File: src/rtl/router_buffered_if.sv
// Handshake bundle for router_buffered: three input ports (east, west, local
// injection) and three output ports (east, west, scheduler).
// master = the environment around the router, slave = the router itself.
interface router_buffered_if #(
   parameter int PKT_W = 34
);
   logic [PKT_W-1:0] in_east_data;
   logic [PKT_W-1:0] in_west_data;
   logic [PKT_W-1:0] in_local_data;
   logic             in_east_valid;
   logic             in_west_valid;
   logic             in_local_valid;
   logic             in_east_ready;
   logic             in_west_ready;
   logic             in_local_ready;

   logic [PKT_W-1:0] out_east_data;
   logic [PKT_W-1:0] out_west_data;
   logic [PKT_W-1:0] out_sched_data;
   logic             out_east_valid;
   logic             out_west_valid;
   logic             out_sched_valid;
   logic             out_east_ready;
   logic             out_west_ready;
   logic             out_sched_ready;

   modport master (
      output in_east_data, in_west_data, in_local_data,
      output in_east_valid, in_west_valid, in_local_valid,
      input  in_east_ready, in_west_ready, in_local_ready,
      input  out_east_data, out_west_data, out_sched_data,
      input  out_east_valid, out_west_valid, out_sched_valid,
      output out_east_ready, out_west_ready, out_sched_ready
   );

   modport slave (
      input  in_east_data, in_west_data, in_local_data,
      input  in_east_valid, in_west_valid, in_local_valid,
      output in_east_ready, in_west_ready, in_local_ready,
      output out_east_data, out_west_data, out_sched_data,
      output out_east_valid, out_west_valid, out_sched_valid,
      input  out_east_ready, out_west_ready, out_sched_ready
   );
endinterface

File: src/rtl/router_buffered.sv
// Buffered 1-D chain router: one FIFO per input (east, west, local), dest
// compare against core_id, round-robin arbitration per output (east, west,
// sched) into one-entry output registers. Never drops, only backpressures.
// Optional: define ROUTER_STATS_EN for saturating handshake/stall counters.
// Internal index order: inputs 0=east 1=west 2=local, outputs 0=east 1=west 2=sched.
module router_buffered #(
   parameter int PKT_W      = 34,
   parameter int CORE_ID_W  = 3,
   parameter int FIFO_DEPTH = 4
) (
   input  logic                 clk,
   input  logic                 rst,
   input  logic [CORE_ID_W-1:0] core_id,
   router_buffered_if.slave     bus
`ifdef ROUTER_STATS_EN
   ,
   output logic [15:0]          stat_east_cnt,
   output logic [15:0]          stat_west_cnt,
   output logic [15:0]          stat_sched_cnt,
   output logic [15:0]          stat_stall_cnt
`endif
);

   localparam int         PW       = (FIFO_DEPTH > 1) ? $clog2(FIFO_DEPTH) : 1;
   localparam logic [PW:0] FULL_CNT = (PW+1)'(FIFO_DEPTH);

   logic [PKT_W-1:0] r_mem [3][FIFO_DEPTH];
   logic [PW-1:0]    r_wptr [3];
   logic [PW-1:0]    r_rptr [3];
   logic [PW:0]      r_cnt [3];
   logic             r_rdy_en;
   logic [1:0]       r_ptr [3];
   logic [2:0]       r_out_valid;
   logic [PKT_W-1:0] r_out_data [3];

   logic [2:0]       w_in_valid, w_in_ready, w_push, w_pop, w_empty;
   logic [2:0]       w_out_ready, w_load;
   logic [PKT_W-1:0] w_in_data [3];
   logic [PKT_W-1:0] w_head [3];
   logic [1:0]       w_route [3];
   logic [2:0]       w_gnt [3];
   logic [PKT_W-1:0] w_sel_data [3];

   // Position k in round-robin order starting at input p.
   function automatic int rr_pos(input logic [1:0] p, input int k);
      int s;
      s = int'(p) + k;
      return (s >= 3) ? s - 3 : s;
   endfunction

   assign w_in_valid   = {bus.in_local_valid, bus.in_west_valid, bus.in_east_valid};
   assign w_in_data[0] = bus.in_east_data;
   assign w_in_data[1] = bus.in_west_data;
   assign w_in_data[2] = bus.in_local_data;
   assign w_out_ready  = {bus.out_sched_ready, bus.out_west_ready, bus.out_east_ready};

   assign bus.in_east_ready   = w_in_ready[0];
   assign bus.in_west_ready   = w_in_ready[1];
   assign bus.in_local_ready  = w_in_ready[2];
   assign bus.out_east_data   = r_out_data[0];
   assign bus.out_west_data   = r_out_data[1];
   assign bus.out_sched_data  = r_out_data[2];
   assign bus.out_east_valid  = r_out_valid[0];
   assign bus.out_west_valid  = r_out_valid[1];
   assign bus.out_sched_valid = r_out_valid[2];

   // FIFO status, push qualification and route decode of each head.
   always_comb begin
      for (int i = 0; i < 3; i++) begin
         w_empty[i]    = (r_cnt[i] == '0);
         w_in_ready[i] = r_rdy_en && (r_cnt[i] != FULL_CNT);
         w_push[i]     = w_in_valid[i] && w_in_ready[i];
         w_head[i]     = r_mem[i][r_rptr[i]];
         if (w_head[i][PKT_W-1 -: CORE_ID_W] == core_id)
            w_route[i] = 2'd2;
         else if (w_head[i][PKT_W-1 -: CORE_ID_W] > core_id)
            w_route[i] = 2'd0;
         else
            w_route[i] = 2'd1;
      end
   end

   // Per-output round-robin grant among heads routed to that output.
   always_comb begin
      for (int y = 0; y < 3; y++) begin
         w_gnt[y]      = '0;
         w_sel_data[y] = '0;
         w_load[y]     = !r_out_valid[y] || w_out_ready[y];
         for (int k = 0; k < 3; k++) begin
            for (int i = 0; i < 3; i++) begin
               if (w_load[y] && (w_gnt[y] == 3'b000) && (i == rr_pos(r_ptr[y], k)) &&
                   !w_empty[i] && (w_route[i] == 2'(y))) begin
                  w_gnt[y][i]   = 1'b1;
                  w_sel_data[y] = w_head[i];
               end
            end
         end
      end
   end

   // A head routes to exactly one output, so OR-ing grants pops at most once.
   always_comb begin
      for (int i = 0; i < 3; i++)
         w_pop[i] = w_gnt[0][i] | w_gnt[1][i] | w_gnt[2][i];
   end

   // Input ready is held low during reset and for the release edge.
   always_ff @(posedge clk or negedge rst) begin
      if (!rst) r_rdy_en <= 1'b0;
      else      r_rdy_en <= 1'b1;
   end

   // FIFO pointers and occupancy count.
   always_ff @(posedge clk or negedge rst) begin
      if (!rst) begin
         for (int i = 0; i < 3; i++) begin
            r_wptr[i] <= '0;
            r_rptr[i] <= '0;
            r_cnt[i]  <= '0;
         end
      end else begin
         for (int i = 0; i < 3; i++) begin
            if (w_push[i]) r_wptr[i] <= r_wptr[i] + PW'(1);
            if (w_pop[i])  r_rptr[i] <= r_rptr[i] + PW'(1);
            case ({w_push[i], w_pop[i]})
               2'b10:   r_cnt[i] <= r_cnt[i] + (PW+1)'(1);
               2'b01:   r_cnt[i] <= r_cnt[i] - (PW+1)'(1);
               default: r_cnt[i] <= r_cnt[i];
            endcase
         end
      end
   end

   // FIFO storage; contents need no reset since the count gates visibility.
   always_ff @(posedge clk) begin
      for (int i = 0; i < 3; i++)
         if (w_push[i]) r_mem[i][r_wptr[i]] <= w_in_data[i];
   end

   // Output registers and round-robin pointers; stalled outputs hold.
   always_ff @(posedge clk or negedge rst) begin
      if (!rst) begin
         r_out_valid <= '0;
         for (int y = 0; y < 3; y++) begin
            r_out_data[y] <= '0;
            r_ptr[y]      <= 2'd0;
         end
      end else begin
         for (int y = 0; y < 3; y++) begin
            if (w_load[y]) r_out_valid[y] <= |w_gnt[y];
            if (|w_gnt[y]) begin
               r_out_data[y] <= w_sel_data[y];
               r_ptr[y]      <= w_gnt[y][0] ? 2'd1 : (w_gnt[y][1] ? 2'd2 : 2'd0);
            end
         end
      end
   end

`ifdef ROUTER_STATS_EN
   logic [15:0] r_stat [4];

   // Saturating counters: output handshakes (0..2) and input stall cycles (3).
   always_ff @(posedge clk or negedge rst) begin
      if (!rst) begin
         for (int s = 0; s < 4; s++) r_stat[s] <= '0;
      end else begin
         for (int y = 0; y < 3; y++)
            if (r_out_valid[y] && w_out_ready[y] && (r_stat[y] != 16'hFFFF))
               r_stat[y] <= r_stat[y] + 16'd1;
         if ((|(w_in_valid & ~w_in_ready)) && (r_stat[3] != 16'hFFFF))
            r_stat[3] <= r_stat[3] + 16'd1;
      end
   end

   assign stat_east_cnt  = r_stat[0];
   assign stat_west_cnt  = r_stat[1];
   assign stat_sched_cnt = r_stat[2];
   assign stat_stall_cnt = r_stat[3];
`endif

endmodule
File: src/flat_wrapper.sv
// flat-port wrapper written by rule: the top's interface ports become plain ports
module router_buffered_flat 
#(
   parameter int PKT_W      = 34,
   parameter int CORE_ID_W  = 3,
   parameter int FIFO_DEPTH = 4
)
  (clk, rst, core_id, bus_in_east_data, bus_in_west_data, bus_in_local_data, bus_in_east_valid, bus_in_west_valid, bus_in_local_valid, bus_in_east_ready, bus_in_west_ready, bus_in_local_ready, bus_out_east_data, bus_out_west_data, bus_out_sched_data, bus_out_east_valid, bus_out_west_valid, bus_out_sched_valid, bus_out_east_ready, bus_out_west_ready, bus_out_sched_ready);
  router_buffered_if #(.PKT_W(PKT_W)) bus_i ();
  input  logic clk;
  input  logic rst;
  input  logic [CORE_ID_W-1:0] core_id;
  input wire logic [$bits(bus_i.in_east_data)-1:0] bus_in_east_data;
  input wire logic [$bits(bus_i.in_west_data)-1:0] bus_in_west_data;
  input wire logic [$bits(bus_i.in_local_data)-1:0] bus_in_local_data;
  input wire logic [$bits(bus_i.in_east_valid)-1:0] bus_in_east_valid;
  input wire logic [$bits(bus_i.in_west_valid)-1:0] bus_in_west_valid;
  input wire logic [$bits(bus_i.in_local_valid)-1:0] bus_in_local_valid;
  output wire logic [$bits(bus_i.in_east_ready)-1:0] bus_in_east_ready;
  output wire logic [$bits(bus_i.in_west_ready)-1:0] bus_in_west_ready;
  output wire logic [$bits(bus_i.in_local_ready)-1:0] bus_in_local_ready;
  output wire logic [$bits(bus_i.out_east_data)-1:0] bus_out_east_data;
  output wire logic [$bits(bus_i.out_west_data)-1:0] bus_out_west_data;
  output wire logic [$bits(bus_i.out_sched_data)-1:0] bus_out_sched_data;
  output wire logic [$bits(bus_i.out_east_valid)-1:0] bus_out_east_valid;
  output wire logic [$bits(bus_i.out_west_valid)-1:0] bus_out_west_valid;
  output wire logic [$bits(bus_i.out_sched_valid)-1:0] bus_out_sched_valid;
  input wire logic [$bits(bus_i.out_east_ready)-1:0] bus_out_east_ready;
  input wire logic [$bits(bus_i.out_west_ready)-1:0] bus_out_west_ready;
  input wire logic [$bits(bus_i.out_sched_ready)-1:0] bus_out_sched_ready;
  assign bus_i.in_east_data = bus_in_east_data;
  assign bus_i.in_west_data = bus_in_west_data;
  assign bus_i.in_local_data = bus_in_local_data;
  assign bus_i.in_east_valid = bus_in_east_valid;
  assign bus_i.in_west_valid = bus_in_west_valid;
  assign bus_i.in_local_valid = bus_in_local_valid;
  assign bus_in_east_ready = bus_i.in_east_ready;
  assign bus_in_west_ready = bus_i.in_west_ready;
  assign bus_in_local_ready = bus_i.in_local_ready;
  assign bus_out_east_data = bus_i.out_east_data;
  assign bus_out_west_data = bus_i.out_west_data;
  assign bus_out_sched_data = bus_i.out_sched_data;
  assign bus_out_east_valid = bus_i.out_east_valid;
  assign bus_out_west_valid = bus_i.out_west_valid;
  assign bus_out_sched_valid = bus_i.out_sched_valid;
  assign bus_i.out_east_ready = bus_out_east_ready;
  assign bus_i.out_west_ready = bus_out_west_ready;
  assign bus_i.out_sched_ready = bus_out_sched_ready;
  router_buffered #(.PKT_W(PKT_W), .CORE_ID_W(CORE_ID_W), .FIFO_DEPTH(FIFO_DEPTH)) u_core (.clk(clk), .rst(rst), .core_id(core_id), .bus(bus_i));
endmodule
File: config.mk
export PLATFORM = sky130hd
export DESIGN_NAME = router_buffered_flat
export DESIGN_NICKNAME = d
export VERILOG_FILES = /design/src/rtl/router_buffered_if.sv /design/src/rtl/router_buffered.sv /design/src/flat_wrapper.sv
export SDC_FILE = /design/constraint.sdc
export NUM_CORES = 1
export LEC_CHECK = 0
export ABC_AREA = 1
export CORE_MARGIN = 2
export CORE_UTILIZATION = 42
export DETAILED_ROUTE_END_ITERATION = 6
export GPL_TIMING_DRIVEN = 0
export MAX_ROUTING_LAYER = met4
export SYNTH_ARGS = -nofsm -noshare
export SYNTH_HDL_FRONTEND = slang
export SYNTH_SLANG_ARGS = --single-unit
File: constraint.sdc
create_clock -name clk -period 5.8 [get_ports clk]
set_input_delay 1.16 -clock clk [delete_from_list [all_inputs] [get_ports clk]]
set_output_delay 1.16 -clock clk [all_outputs]
set_load 0.01 [all_outputs]
==> flow_metrics.env, run 1 <==
export IMPL_run_status="complete, but fails checks"
export IMPL_violations="DRC"
export IMPL_hp_class="register to register"
export IMPL_clock_skew_ns=0.0257
export IMPL_place_hpwl_um=75400
export IMPL_synth_seq_cells=541
export IMPL_p_per_area_nw_per_um2=707
export IMPL_die_area_sq_um=65800
export IMPL_path_max_fanout=10
export IMPL_ys_types=47
export IMPL_numCtsBuffers=55
export IMPL_clk_pin_slew_ns=0.06
export IMPL_drc=1
export IMPL_period_share=0.958
export IMPL_min_from="u_core.bus.out_sched_data[9]$_DFFE_PN0P_"
export IMPL_grt_pass1_vias=22200
export IMPL_rrSetupSlack_ns=0.24
export IMPL_grt_max_degree=83
export IMPL_grt_usage=0.318
export IMPL_path_cells="inv_1 -> clkbuf_2 -> clkbuf_4 -> nand2_1 -> a32o_2 -> inv_2 -> ha_1 -> nand3_1 -> a21oi_2 -> nor2_2 -> nand3_2 -> nand3_1 -> nor2_1 -> nand3_4 -> nand2_2 -> inv_2 -> nand4_1 -> nand2_2 -> nor2_2 -> nand2_1 -> ha_1 -> inv_1 -> fa_1 -> o21ai_0"
export IMPL_hold_buffers=0
export IMPL_cts_root_buf="clkbuf_16"
export IMPL_gp_congestion=0.998
export IMPL_fillCellCount=5756
export IMPL_intPower_uw=11200
export IMPL_globalRoute_busiestLayer="met2"
export IMPL_finalSetupViolCount=0
export IMPL_layout_cells_non_filler=4032
export IMPL_pwr_share_clk=0.156
export IMPL_maxSlewViolCount=0
export IMPL_min_to="u_core.bus.out_sched_data[9]$_DFFE_PN0P_"
export IMPL_routed_wl_um=104000
export IMPL_synthArstFlopShare=0.246
export IMPL_cpPeakStageDelay_ns=0.50
export IMPL_cp_arrival_ns=6.08
export IMPL_final_setup_worst_slack_ns=0.244
export IMPL_dp_cells=3925
export IMPL_slowest_stage="dfrtp_2"
export IMPL_cp_data_required_time_ns=6.32
export IMPL_switchingPower_uw=11600
export IMPL_yosys_area_top_type_share=0.457
export IMPL_drv_cap=0
export IMPL_ys_warn_count=0
export IMPL_routedWlPerCell_um=25.7
export IMPL_synth_largest_area_cell="edfxtp_1"
export IMPL_synth_ff_type="edfxtp_1"
export IMPL_rows=92
export IMPL_leakagePower_uw=0.0125
export IMPL_r2r_start="u_core.r_rptr[0]$_DFFE_PN0P_"
export IMPL_layout_nets=3283
export IMPL_power_frac_comb=0.600
export IMPL_io_buffers=220
export IMPL_ir_drop_mv=0.276
export IMPL_seqPwrFrac=0.244
export IMPL_fmax_mhz=180
export IMPL_synthCells=2846
export IMPL_grt_antenna_before_repair=2
export IMPL_tritoncts="yes"
export IMPL_r2r_end="u_core.r_cnt[1]$_DFFE_PN0P_"
export IMPL_die_height_um=257
export IMPL_htree_levels=2
export IMPL_synth_area_sq_um=26800
export IMPL_use_met2=0.489
export IMPL_reg2reg_depth=24
export IMPL_hold_viol_final=0
export IMPL_drive_gt1_frac=0.0763
export IMPL_syn_nets=2992
export IMPL_fp_dieW_um=257
export IMPL_synth_seq_area_share=0.582
export IMPL_switching_share=0.509
export IMPL_firstDrtPassIters=7
export IMPL_crit_type="register to register"
export IMPL_io_pins=221
export IMPL_cp_num_buf_inv=6
export IMPL_power_total_uw=22900
export IMPL_synth_edf_count=408
export IMPL_timing_final_crit_period_ns=5.56
export IMPL_slew_headroom=0.141
export IMPL_place_ws_ns=-0.949
export IMPL_clock_sinks=541
export IMPL_core_area_sq_um=63100
export IMPL_avgSynthCellArea_sq_um=9.41
export IMPL_vias=23600
export IMPL_start_util=0.425
export IMPL_critPathLaunchType="register"
export IMPL_whs_ns=0.487
export IMPL_cts_buffer_depth=3
export IMPL_antenna_left=0
export IMPL_clkLatencyLatePin_ns=0.63
export IMPL_drt_iter0_markers=2977
export IMPL_use_met1=0.421
export IMPL_area_growth_pct=20.9
export IMPL_viasPerCell=5.85
export IMPL_cp_end_kind="register"
export IMPL_grt_overflow=0
export IMPL_grt_first_pass_wirelength_um=150000
export IMPL_tightest_slew_ns=1.29
export IMPL_grt_use_met3=0.0606
export IMPL_crit_family="simple AND/OR/NAND/NOR gates"
export IMPL_synth_top_cells_by_area="edfxtp_1, dfrtp_1, nand2_1, a21oi_1, nor2_1"
export IMPL_min_path_cells=2
## final cells by class
cell class / instances / area (sq um) / area share
flip-flops and latches: 541 / 15600 / 0.481
multi-input cells: 1924 / 9870 / 0.305
repair buffers: 240 / 2530 / 0.0782
clock buffers: 78 / 1560 / 0.0483
well taps: 846 / 1060 / 0.0327
inverters: 214 / 811 / 0.0250
plain buffers: 161 / 702 / 0.0217
clock inverters: 26 / 250 / 0.00773
diodes: 2 / 5.00 / 0.000155
## power by group through the flow
stage	Combinational, uW	Clock (uW)	Sequential (uW)
final	13700	3580	5590
after global routing	14800	3780	5650
after global placement	12900	0	5640
after detailed placement	13200	0	5630
after floorplan	7680	0	5640
after CTS	13400	3610	5570
## through the flow
stage	instance area, sq um	TNS (ns)	utilization
global route	32400	-0.168	0.513
detailed placement	30400	-7.87	0.482
finish	32400	0	0.513
global placement	30000	-300.91	0.476
floorplan	26800	0	-
CTS	32300	0	0.512
## synthesized netlist by cell type, types with 24 or more instances
| cell type | n |
|---|---|
| nand4_1 | 38 |
| nand2_1 | 572 |
| a21oi_1 | 262 |
| nand3_1 | 144 |
| clkbuf_1 | 129 |
| dfrtp_1 | 133 |
| o2111ai_1 | 33 |
| ha_1 | 30 |
| a32o_1 | 24 |
| o22ai_1 | 98 |
| nor2_1 | 327 |
| edfxtp_1 | 408 |
| o221ai_1 | 34 |
| nor3_1 | 29 |
| o21ai_0 | 209 |
| inv_1 | 195 |
## how the worst max path moves through the flow
stage,start,to,cells after the start
3_5_place_dp,u_core.r_rptr[0]$_DFFE_PN0P_,u_core.r_cnt[1]$_DFFE_PN0P_,25
5_1_grt,u_core.r_rptr[4]$_DFFE_PN0P_,u_core.r_cnt[5]$_DFFE_PN0P_,27
2_1_floorplan,u_core.r_rptr[0]$_DFFE_PN0P_,u_core.r_cnt[2]$_DFFE_PN0P_,28
6_report,u_core.r_rptr[0]$_DFFE_PN0P_,u_core.r_cnt[1]$_DFFE_PN0P_,24
4_1_cts,u_core.r_rptr[2]$_DFFE_PN0N_,u_core.r_cnt[5]$_DFFE_PN0P_,27
3_3_place_gp,rst,u_core.r_wptr[5]$_DFFE_PN0P_,1
## state kept, by name, indices dropped and copies added (netlist names)
signal / cells
u_core.r_rptr: 6
u_core.bus.out_sched_data: 34
u_core.r_ptr: 6
u_core.bus.out_east_data: 34
u_core.r_rdy_en: 1
u_core.r_wptr: 6
u_core.r_mem: 408
u_core.r_cnt: 9
u_core.r_out_valid: 3
u_core.bus.out_west_data: 34
## routing by layer
metal	vias to the layer above	wire [um]
met2	1264	47200
met1	11500	42200
met3	215	9950
met5	-	0
li1	10600	-
met4	0	4170
## worst register-to-register path: cells and delay by family, from the launching register on
kind                     cells  cell delay [ns]
AO/OA/AOI/OAI                3             0.88
flip-flops                   1             0.50
buffers and inverters        6             0.94
AND/OR/NAND/NOR             12             2.13
adder cells (fa/ha/maj)      3             0.99
## cell families (layout without fill, tap and decap cells)
family                     after synthesis  after routing  synth area share
and+or+nand+nor                       1160           1160             0.183
AOI/OAI and AO/OA                      718            718             0.159
DFF                                    541            541             0.582
buffers and inverters                  381            719            0.0555
adders and majority gates               33             33            0.0163
xor gates and xnor gates                12             12           0.00392
other                                    1              3          0.000140
## what timing repair did
item,4_1_cts,5_1_grt
gates resized for setup,27,38
endpoints found under the setup margin,64,6
buffers inserted,4,3
pin swaps,2,1
hold endpoints to repair,0,0
## placed cells by master (no fill, tap or decap), drive strengths merged, types with 22 or more instances in the layout
cell           synthesis  routed
a21oi                264     264
a32o                  24      24
buf                   38      61
clkbuf               129     199
clkdlybuf4s50          0     219
clkinv                 4      22
dfrtp                133     133
edfxtp               408     408
ha                    30      30
inv                  210     213
nand2                583     583
nand3                155     155
nand4                 40      40
nor2                 341     341
nor3                  31      31
o2111ai               33      33
o21ai                210     210
o221ai                34      34
o22ai                 98      98
No activity file was read; power rests on OpenSTA's default activity.
==> inputs of run 2 (changes only) <==
Settings changed: CORE_MARGIN 2 to not set.
==> flow_metrics.env, run 2 (synthesis gave the netlist of run 1 again) <==
export IMPL_tritoncts="yes"
export IMPL_min_from="u_core.bus.out_sched_data[3]$_DFFE_PN0P_"
export IMPL_dp_cells=3925
export IMPL_hp_class="register to register"
export IMPL_crit_start="u_core.r_rptr[0]$_DFFE_PN0P_"
export IMPL_min_path_cells=2
export IMPL_layout_nets=3284
export IMPL_die_height_um=255
export IMPL_cts_buffer_depth=3
export IMPL_area_growth_pct=21.2
export IMPL_fp_dieW_um=255
export IMPL_grt_first_pass_wirelength_um=151000
export IMPL_slowest_stage="dfrtp_2"
export IMPL_rrSetupSlack_ns=0.16
export IMPL_grt_usage=0.337
export IMPL_utilization=0.515
export IMPL_clock_skew_ns=0.0246
export IMPL_ir_drop_mv=0.343
export IMPL_start_util=0.425
export IMPL_critPathLaunchType="register"
export IMPL_run_status="finished clean"
export IMPL_r2r_end="u_core.r_cnt[2]$_DFFE_PN0P_"
export IMPL_crit_type="register to register"
export IMPL_io_pins=221
export IMPL_drc=0
export IMPL_vias=23700
export IMPL_cp_arrival_ns=6.14
export IMPL_tightest_slew_ns=1.39
export IMPL_min_to="u_core.bus.out_sched_data[3]$_DFFE_PN0P_"
export IMPL_cp_num_buf_inv=6
export IMPL_die_area_sq_um=64800
export IMPL_layout_cells_non_filler=4034
export IMPL_seqPwrFrac=0.241
export IMPL_antenna_left=0
export IMPL_grt_max_degree=77
export IMPL_timing_final_crit_period_ns=5.64
export IMPL_drv_cap=0
export IMPL_path_max_fanout=10
export IMPL_grt_overflow=0
export IMPL_clkLatencyLatePin_ns=0.63
export IMPL_rsz0062_at_grt="yes"
export IMPL_leakagePower_uw=0.0125
export IMPL_p_per_area_nw_per_um2=711
export IMPL_routed_wl_um=107000
export IMPL_whs_ns=0.482
export IMPL_gp_congestion=0.995
export IMPL_grt_pass1_vias=22100
export IMPL_setup_tns_ns=0
export IMPL_fmax_mhz=177
export IMPL_switchingPower_uw=11900
export IMPL_numCtsBuffers=57
export IMPL_place_hpwl_um=78300
export IMPL_cp_data_required_time_ns=6.29
export IMPL_viasPerCell=5.87
export IMPL_slew_headroom=0.0746
export IMPL_io_buffers=220
export IMPL_switching_share=0.514
export IMPL_htree_levels=2
export IMPL_hold_viol_final=0
export IMPL_pwr_share_clk=0.157
export IMPL_cts_root_buf="clkbuf_16"
export IMPL_crit_family="simple AND/OR/NAND/NOR gates"
export IMPL_finalSetupViolCount=0
export IMPL_layout_commonest_cell="nand2_1"
export IMPL_power_total_uw=23100
export IMPL_grt_antenna_before_repair=2
export IMPL_maxSlewViolCount=0
export IMPL_cpPeakStageDelay_ns=0.49
export IMPL_drt_iter0_markers=2564
export IMPL_r2r_start="u_core.r_rptr[0]$_DFFE_PN0P_"
export IMPL_final_cell_mix="nand2_1, edfxtp_1, nor2_1, a21oi_1, clkdlybuf4s50_1"
export IMPL_intPower_uw=11200
export IMPL_reg2reg_depth=26
export IMPL_cp_end_kind="register"
export IMPL_largest_reg_flops=408
export IMPL_firstDrtPassIters=5
export IMPL_routedWlPerCell_um=26.5
export IMPL_fillCellCount=5759
export IMPL_rows=92
export IMPL_clk_pin_slew_ns=0.06
export IMPL_hold_buffers=0
export IMPL_core_area_sq_um=63100
export IMPL_drive_gt1_frac=0.0775
export IMPL_clock_sinks=541
export IMPL_power_frac_comb=0.602
export IMPL_period_share=0.973
[run 2: repair_timing]
action	4_1_cts	5_1_grt
buffers inserted	3	1
endpoints found under the setup margin	50	6
resized for setup	32	31
pin swaps	2	1
[run 2: metal layers]
layer,share of wire,routed length (um),up-vias,GRT usage
met1,0.42,45100,11600,0.459
met5,0,0,-,-
met2,0.46,48800,1227,0.511
li1,-,-,10700,-
met4,0.037,3920,0,0.122
met3,0.084,8980,201,0.0488
[run 2: power groups by stage]
| stage | registers [uW] | clock network (uW) | logic [uW] |
|---|---|---|---|
| finish | 5560 | 3620 | 13900 |
| global route | 5630 | 3790 | 14900 |
| CTS | 5550 | 3660 | 13600 |
| detailed placement | 5610 | 0 | 13400 |
| global placement | 5620 | 0 | 13200 |
| floorplan | 5640 | 0 | 7680 |
[run 2: worst max-delay path by stage]
stage                                               to  cells after the start
after CTS                  u_core.r_cnt[1]$_DFFE_PN0P_                     26
after floorplan            u_core.r_cnt[2]$_DFFE_PN0P_                     28
after detailed placement   u_core.r_cnt[1]$_DFFE_PN0P_                     24
final                      u_core.r_cnt[2]$_DFFE_PN0P_                     26
after global routing       u_core.r_cnt[1]$_DFFE_PN0P_                     26
after global placement    u_core.r_wptr[2]$_DFFE_PN0P_                      1
[run 2: stage by stage]
step	setup slack (ns)	instance area [sq um]
global route	-0.0395	32500
global placement	-2.24	30000
CTS	-0.0147	32400
detailed placement	-1.12	30400
floorplan	1.30	26800
finish	0.157	32500
[run 2: cell type report]
| type | count | area [sq um] | area share |
|---|---|---|---|
| Multi-Input combinational cell | 1924 | 9920 | 0.306 |
| Clock buffer | 79 | 1630 | 0.0502 |
| Inverter | 214 | 805 | 0.0248 |
| Clock inverter | 28 | 230 | 0.00709 |
| Sequential cell | 541 | 15600 | 0.480 |
| Buffer | 163 | 707 | 0.0218 |
| Timing Repair Buffer | 237 | 2520 | 0.0777 |
| Antenna cell | 2 | 5.00 | 0.000154 |
| Tap cell | 846 | 1060 | 0.0326 |
[run 2: worst reg2reg max path: cells and delay by family, from the launching register on]
kind	cells	cell delay, ns
compound gates	3	0.60
xor+xnor	1	0.16
fa+ha+maj	3	0.85
buf+inv	6	1.24
flops	1	0.49
simple gates	13	2.17
